==> src/rtl/automat_pkg.sv <==
// Shared definitions for the step conditioner and the sequence-detector FSM:
// debouncer state encodings and debounce interval constants.
package automat_pkg;

  typedef enum logic [1:0] {
    S_IDLE      = 2'd0,
    S_PRESS_CHK = 2'd1,
    S_HELD      = 2'd2,
    S_REL_CHK   = 2'd3
  } deb_state_e;

  // 20 ms at 50 MHz for the board; simulation uses a tiny interval.
  localparam int DEBOUNCE_CYCLES_DEFAULT = 1_000_000;
  localparam int SIM_DEBOUNCE_CYCLES     = 4;

  localparam int STEP_COUNT_W = 8;

endpackage : automat_pkg

==> src/rtl/sync_ff.sv <==
// Multi-stage synchronizer for one asynchronous input bit.
// RST_VAL lets each instance reset to the input's inactive level.
module sync_ff #(
  parameter int   STAGES  = 2,
  parameter logic RST_VAL = 1'b0
) (
  input  logic clk,
  input  logic rst_n,
  input  logic d,
  output logic q
);

  logic [STAGES-1:0] chain;

  // NOTE: sequential state uses non-blocking assignments so every stage
  // samples the previous stage's old value; blocking would collapse the chain.
  always_ff @(posedge clk or negedge rst_n) begin
    if (!rst_n) begin
      chain <= {STAGES{RST_VAL}};
    end else begin
      chain <= {chain[STAGES-2:0], d};
    end
  end

  assign q = chain[STAGES-1];

endmodule : sync_ff

==> src/rtl/key_step_conditioner.sv <==
// Debounces the raw KEY[3] pushbutton into a one-cycle step strobe on CLOCK_50
// and captures SW[0] as the data bit for each accepted press.
module key_step_conditioner
  import automat_pkg::*;
#(
  parameter int SYNC_STAGES     = 2,
  parameter int DEBOUNCE_CYCLES = DEBOUNCE_CYCLES_DEFAULT,
  parameter int CNT_W           = 20
) (
  input  logic       CLOCK_50,
  input  logic       KEY0,
  input  logic       KEY3_n,
  input  logic       SW0,
  output logic       step,
  output logic       data_bit,
  output logic       key_level,
  output logic [7:0] step_count
);

  localparam logic [CNT_W-1:0] CNT_LAST = CNT_W'(DEBOUNCE_CYCLES - 1);
  localparam logic [CNT_W-1:0] CNT_ONE  = CNT_W'(1);

  logic       key_sync_n;
  logic       sw_sync;
  logic       pressed;
  deb_state_e state;
  logic [CNT_W-1:0] cnt;

  sync_ff #(
    .STAGES  (SYNC_STAGES),
    .RST_VAL (1'b1)
  ) u_sync_key (
    .clk   (CLOCK_50),
    .rst_n (KEY0),
    .d     (KEY3_n),
    .q     (key_sync_n)
  );

  sync_ff #(
    .STAGES  (SYNC_STAGES),
    .RST_VAL (1'b0)
  ) u_sync_sw (
    .clk   (CLOCK_50),
    .rst_n (KEY0),
    .d     (SW0),
    .q     (sw_sync)
  );

  assign pressed = ~key_sync_n;

  // Starting in S_REL_CHK means a key held through reset must first be seen
  // released for a full interval before any press can be accepted. key_level
  // only rises once a pressed level has actually been observed.
  always_ff @(posedge CLOCK_50 or negedge KEY0) begin
    if (!KEY0) begin
      state      <= S_REL_CHK;
      cnt        <= '0;
      step       <= 1'b0;
      data_bit   <= 1'b0;
      key_level  <= 1'b0;
      step_count <= '0;
    end else begin
      step <= 1'b0;
      case (state)
        S_IDLE: begin
          if (pressed) begin
            state <= S_PRESS_CHK;
            cnt   <= '0;
          end
        end
        S_PRESS_CHK: begin
          // A reversal wins over expiry in the same cycle.
          if (!pressed) begin
            state <= S_IDLE;
          end else if (cnt == CNT_LAST) begin
            state      <= S_HELD;
            key_level  <= 1'b1;
            step       <= 1'b1;
            data_bit   <= sw_sync;
            step_count <= step_count + 8'd1;
          end else begin
            cnt <= cnt + CNT_ONE;
          end
        end
        S_HELD: begin
          key_level <= 1'b1;
          if (!pressed) begin
            state <= S_REL_CHK;
            cnt   <= '0;
          end
        end
        S_REL_CHK: begin
          // Pressing again here is release bounce: back to held, no new step.
          if (pressed) begin
            state     <= S_HELD;
            key_level <= 1'b1;
          end else if (cnt == CNT_LAST) begin
            state     <= S_IDLE;
            key_level <= 1'b0;
          end else begin
            cnt <= cnt + CNT_ONE;
          end
        end
        default: begin
          state     <= S_IDLE;
          key_level <= 1'b0;
        end
      endcase
    end
  end

endmodule : key_step_conditioner
==> config.mk <==
export PLATFORM = sky130hd
export DESIGN_NAME = key_step_conditioner
export DESIGN_NICKNAME = d
export VERILOG_FILES = /design/src/rtl/automat_pkg.sv /design/src/rtl/sync_ff.sv /design/src/rtl/key_step_conditioner.sv
export SDC_FILE = /design/constraint.sdc
export NUM_CORES = 1
export LEC_CHECK = 0
export CAP_MARGIN = 15
export CORE_MARGIN = 2
export CORE_UTILIZATION = 29
export DETAILED_ROUTE_END_ITERATION = 7
export PLACE_DENSITY = 0.5
export REMOVE_ABC_BUFFERS = 1
export SLEW_MARGIN = 20
export SYNTH_ARGS = -nofsm -noshare
export SYNTH_HDL_FRONTEND = slang
export SYNTH_HIERARCHICAL = 1
export SYNTH_SLANG_ARGS = --single-unit
==> constraint.sdc <==
create_clock -name CLOCK_50 -period 2.09 [get_ports CLOCK_50]
set_input_delay 0.5225 -clock CLOCK_50 [delete_from_list [all_inputs] [get_ports CLOCK_50]]
set_output_delay 0.5225 -clock CLOCK_50 [all_outputs]
set_load 0.01 [all_outputs]
==> results of run 1 <==
==> through the flow <==
stage / util / hold slack [ns]
6_report: 0.373 / 0.160
5_1_grt: 0.373 / 0.182
4_1_cts: 0.370 / 0.179
3_5_place_dp: 0.348 / 0.340
3_3_place_gp: 0.348 / 0.334
2_1_floorplan: - / 0.227
==> cells in the final DEF, fill, tap and decap left out, types with 4 or more instances in the layout <==
cell type,n
and4_1,4
nor4bb_1,4
nor2_1,8
xnor2_1,5
nand2_1,15
nand3_1,7
buf_4,15
or3_1,7
nor3_1,12
o21ai_0,10
clkdlybuf4s50_1,13
a21oi_1,14
dfrtp_1,33
clkbuf_8,5
inv_1,6
xor2_1,7
o31ai_1,4
nand4_1,9
dfstp_2,4
==> power groups by stage <==
stage	Combinational, mW	Clock (mW)	Sequential [mW]
floorplan	0.0322	0	0.768
global placement	0.0854	0	0.765
detailed placement	0.0862	0	0.765
CTS	0.0872	0.784	0.752
global route	0.0986	0.816	0.757
finish	0.0859	0.756	0.752
==> layout make-up <==
class                   instances  area, um2
flip-flops and latches         37        931
fillers                       642       3940
inverters                       7       26.3
clock buffers                   5       68.8
multi-input cells             135        881
well taps                      77       96.3
clock inverters                 3       68.8
repair buffers                 30        268
==> how the worst max path moves through the flow <==
stage,start,to,slack (ns),cells past startpoint
floorplan,cnt[0]$_DFFE_PN0P_,data_bit$_DFFE_PN0P_,0.004,5
global placement,cnt[0]$_DFFE_PN0P_,cnt[18]$_DFFE_PN0P_,0.1,5
detailed placement,cnt[0]$_DFFE_PN0P_,cnt[18]$_DFFE_PN0P_,0.07,5
CTS,cnt[0]$_DFFE_PN0P_,cnt[18]$_DFFE_PN0P_,0.04,5
global route,cnt[0]$_DFFE_PN0P_,step_count[1]$_DFFE_PN0P_,0.004,5
finish,state[0]$_DFFE_PN1P_,data_bit$_DFFE_PN0P_,0.08,4
==> sequential cells by signal, indices dropped and copies added, names as in the netlist, named ones only <==
| name | count |
|---|---|
| u_sync_key/chain | 2 |
| state | 1 |
| cnt | 20 |
| key_level | 1 |
| data_bit | 1 |
| step | 1 |
| u_sync_sw/chain | 2 |
| step_count | 8 |
==> routing by layer <==
layer  part of all wire  vias to the layer above  global-route usage
met5                  0                        -                   0
met4             0.0097                        0              0.0455
met3              0.029                        4              0.0277
met2               0.45                       24               0.201
met1               0.51                      754               0.189
li1                   -                      756                   -
==> kinds of logic after synthesis <==
group	count (synthesis)
simple gates	81
buf+inv	15
fa+ha+maj	2
compound gates	36
xor+xnor	12
mux	4
flops	37
==> results.yml, run 1 <==
clocking:
  htreeDepth: 2
  path_clk_slew_ns: 0.09
  cts_sinks: 37
  clk_latency_ns: 0.30
  cts_buffers: 5
  clock_path_buffers: 2
  cts_root_buffer: "clkbuf_8"
  cts_tree: "done"
  hold_buffers: 0
  post-cts-setup-buffers: 0
  cts_resized: 0
sta:
  maxSlewViolCount: 0
  finalHoldViolCount: 0
  max_slew_margin: 0.417
  fin_tns_setup_ns: 0
  setup_viol: 0
  post-route-period-util: 0.961
  fmax_ghz: 0.498
  setup_ws_ns: 0.0808
  rsz0062_at_grt: "no"
  skew_ns: 0.0125
  tightest_slew_ns: 0.871
  final.min_clock_period_ns: 2.01
floorplan:
  die_h_um: 84.1
  start_util: 0.296
  dieArea_um2: 7070
  rows: 29
  die_w_um: 84.1
  io_pins: 15
  coreArea_um2: 6280
placement:
  io_buffer_count: 14
  placed_area_um2: 2190
  routabilityCongestion: 0.756
  place_ws_ns: 0.0691
  place_hpwl_mm: 3.06
  dp.cells: 286
synth:
  synthesis.area_um2: 1860
  synthMuxAreaShare: 0.0229
  synthAdderAreaFrac: 0.0135
  async_flop_share: 1.00
  synth_compound_area_frac: 0.115
  ys_types: 37
  syn_avg_cell_area_um2: 9.94
  ys_seq_area_frac: 0.501
  synth-simple-area-share: 0.257
  ys_warn_count: 6
  synth_top_area_cell: "dfrtp_1"
  syn_inst: 187
  synth_top_cell_area_share: 0.444
  ys_top_cells_by_area: "dfrtp_1 44%, dfstp_2 5.7%, a21oi_1 3.8%, xor2_1 3.3%, nor3_1 3.2%"
  synth_commonest_cells: "33 x dfrtp_1, 15 x nand2_1, 14 x a21oi_1"
  synth_top_family_by_area: "simple AND/OR/NAND/NOR gates"
  synth-xor-area-share: 0.0565
  yosys.cell_count.top_type: "dfrtp_1"
  synth_edf_count: 0
  ys.flop_type: "dfrtp_1"
  synth-seq-cells: 37
power_and_ir_drop:
  switching_power_mw: 0.344
  pwr-share-seq: 0.472
  combinationalPowerShare: 0.054
  p_int_mw: 1.25
  vdd_ir_drop_max_v: 0.000458
  switching_share: 0.216
  powerDensity_nw_per_um2: 681
  power_mw: 1.59
  leakage_nw: 0.939
  p_clk_frac: 0.474
drt:
  vias: 1538
  wl_mm: 4.31
  drtIter0Drc: 71
  final_antenna_net_count: 0
  wire_per_inst_um: 14.7
  vias_per_cell: 5.23
  dr.pass1.iters: 4
  drcViolationCount: 0
worst_hold_path:
  hold_class: "in2async"
global_route:
  overflow: 0
  antenna_found_initial: 0
  grt_pass1_wl_mm: 7.58
  grt_use_total: 0.133
  grt_pass1_vias: 1487
  grt_start_max_net_pins: 20
setup_path:
  endpoint_kind: "flop"
  path_cells: "inv_2 -> or4_2 -> nor2_1 -> mux2_2"
  path_max_fanout: 7
  reg2reg_slack_ns: 0.08
  path_class: "reg2reg"
  crit_path_max_incr_delay_ns: 0.66
  crit_family: "simple AND/OR/NAND/NOR gates"
  r2r_cells: 4
  path_buf_inv: 1
  cp_slowest_cell: "or4_2"
  r2r_start: "state[0]$_DFFE_PN1P_"
  cp.arrival_ns: 2.18
  critical_path_required_ns: 2.26
  r2r-end: "data_bit$_DFFE_PN0P_"
  crit_path_start_kind: "flop"
status:
  status: "completed"
final_layout:
  final_cell_area_um2: 2340
  area_growth_pct: 25.8
  n_antenna_cell: 0
  drive_gt1_frac: 0.194
  final_net_count: 222
  fin_cells: 294
run:
  maxCapViolations: 0
No activity file was read; power rests on OpenSTA's default activity.
==> run 2: changes to the inputs <==
--- a/config.mk
+++ b/config.mk
@@ -11,6 +11,7 @@
 export DETAILED_ROUTE_END_ITERATION = 7
 export PLACE_DENSITY = 0.5
 export REMOVE_ABC_BUFFERS = 1
+export SKIP_LAST_GASP = 1
 export SLEW_MARGIN = 20
 export SYNTH_ARGS = -nofsm -noshare
 export SYNTH_HDL_FRONTEND = slang
==> run 2 against run 1 <==
  * Non-clock buffer count stayed put
  * Setup slack hardly changed
  * Worst hold slack hardly changed
  * Wire length is 0.35% lower
  * Register-to-register slack hardly changed
  * Clock skew hardly changed
  * First-iteration DRC count is 2.8% lower
  * Final cell count stayed put
  * Power hardly changed
  * Die area stayed put
  * Combinational power hardly changed
  * Largest cell class unchanged
==> results.yml, run 2 (synthesis results as in run 1) <==
worst_hold_path:
  hold_class: "in2async"
drt:
  vias: 1519
  dr.pass1.iters: 4
  drtIter0Drc: 69
  wire_per_inst_um: 14.6
  vias_per_cell: 5.17
  final_antenna_net_count: 0
  wl_mm: 4.29
  drcViolationCount: 0
sta:
  final.min_clock_period_ns: 2.01
  holdWs_ns: 0.160
  tightest_slew_ns: 0.867
  setup_viol: 0
  max_slew_margin: 0.420
  fmax_ghz: 0.498
  post-route-period-util: 0.961
  rsz0062_at_grt: "yes"
  finalHoldViolCount: 0
  fin_tns_setup_ns: 0
  skew_ns: 0.0128
  maxSlewViolCount: 0
setup_path:
  reg2reg_slack_ns: 0.08
  path_class: "reg2reg"
  r2r-end: "data_bit$_DFFE_PN0P_"
  critical_path_required_ns: 2.26
  crit_path_start: "state[0]$_DFFE_PN1P_"
  endpoint_kind: "flop"
  path_max_fanout: 7
  crit_path_start_kind: "flop"
  crit_end: "data_bit$_DFFE_PN0P_"
  r2r_start: "state[0]$_DFFE_PN1P_"
  cp.arrival_ns: 2.18
  r2r_cells: 4
global_route:
  overflow: 0
  grt_pass1_vias: 1487
  grt_start_max_net_pins: 20
  grt_pass1_wl_mm: 7.58
  antenna_found_initial: 0
  grt_use_total: 0.133
clocking:
  cts_sinks: 37
  post-cts-setup-buffers: 0
  cts_tree: "done"
  hold_buffers: 0
  clock_path_buffers: 2
  clk_latency_ns: 0.30
  path_clk_slew_ns: 0.09
  cts_resized: 0
  cts_buffers: 5
  htreeDepth: 2
  cts_root_buffer: "clkbuf_8"
placement:
  routabilityCongestion: 0.756
  io_buffer_count: 14
  dp.cells: 286
  place_hpwl_mm: 3.06
run:
  maxCapViolations: 0
final_layout:
  fin_cells: 294
  final_net_count: 222
  area_growth_pct: 25.6
  top_regs: "cnt: 20 flops, step_count: 8 flops"
  n_antenna_cell: 0
  regMostFlops: "cnt"
  drive_gt1_frac: 0.189
  final_common_cell: "dfrtp_1"
  largest_register_ffs: 20
  mostFrequentLayoutCells: "33 x dfrtp_1, 15 x nand2_1, 15 x buf_4, 14 x a21oi_1, 13 x clkdlybuf4s50_1"
floorplan:
  coreArea_um2: 6280
  die_w_um: 84.1
  dieArea_um2: 7070
  start_util: 0.296
  die_h_um: 84.1
  rows: 29
  io_pins: 15
power_and_ir_drop:
  leakage_nw: 0.937
  powerDensity_nw_per_um2: 683
  power_mw: 1.59
  vdd_ir_drop_max_v: 0.000458
status:
  status: "completed"
-- run 2: cell counts in the layout (fill, tap and decap cells not counted) --
Identical to the previous run, type by type.
-- run 2: area by class of cell --
class | instances | area, um2
well taps | 77 | 96.3
inverters | 7 | 26.3
flip-flops and latches | 37 | 931
fillers | 642 | 3940
multi-input cells | 135 | 877
clock inverters | 3 | 68.8
clock buffers | 5 | 68.8
repair buffers | 30 | 268
-- run 2: how the worst min path moves through the flow --
stage	depth (start not counted)	endpoint	slack, ns
global route	1	key_level$_DFFE_PN0P_	0.18
global placement	0	u_sync_sw/chain[1]$_DFF_PN0_	0.33
detailed placement	0	u_sync_sw/chain[1]$_DFF_PN0_	0.34
finish	1	key_level$_DFFE_PN0P_	0.16
CTS	1	key_level$_DFFE_PN0P_	0.18
floorplan	0	cnt[0]$_DFFE_PN0P_	0.23
-- run 2: where the power goes --
group | leakage (nW) | internal, mW | switching [mW]
Combinational | 0.372 | 0.0354 | 0.0506
Clock | 0.0687 | 0.481 | 0.276
Sequential | 0.496 | 0.734 | 0.0185
-- run 2: layer usage --
layer / vias up / track usage / wire, um / part of all wire
met5: - / 0 / 0 / 0
met4: 0 / 0.0455 / 42 / 0.0098
met3: 4 / 0.0277 / 96 / 0.022
met2: 14 / 0.201 / 1940 / 0.45
met1: 742 / 0.189 / 2220 / 0.52
li1: 759 / - / - / -
-- run 2: critical path, cell delays in order (launching register included) --
cell and delay, ns:
dfstp_2 0.55, inv_2 0.07, or4_2 0.66, nor2_1 0.24
mux2_2 0.37
-- run 2: stage by stage --
| step | util | area (um2) | setup WS (ns) |
|---|---|---|---|
| 3_5_place_dp | 0.348 | 2190 | 0.0691 |
| 6_report | 0.372 | 2340 | 0.0808 |
| 4_1_cts | 0.370 | 2320 | 0.0439 |
| 3_3_place_gp | 0.348 | 2190 | 0.0951 |
| 5_1_grt | 0.372 | 2340 | -0.0393 |
| 2_1_floorplan | - | 1820 | 0.00380 |
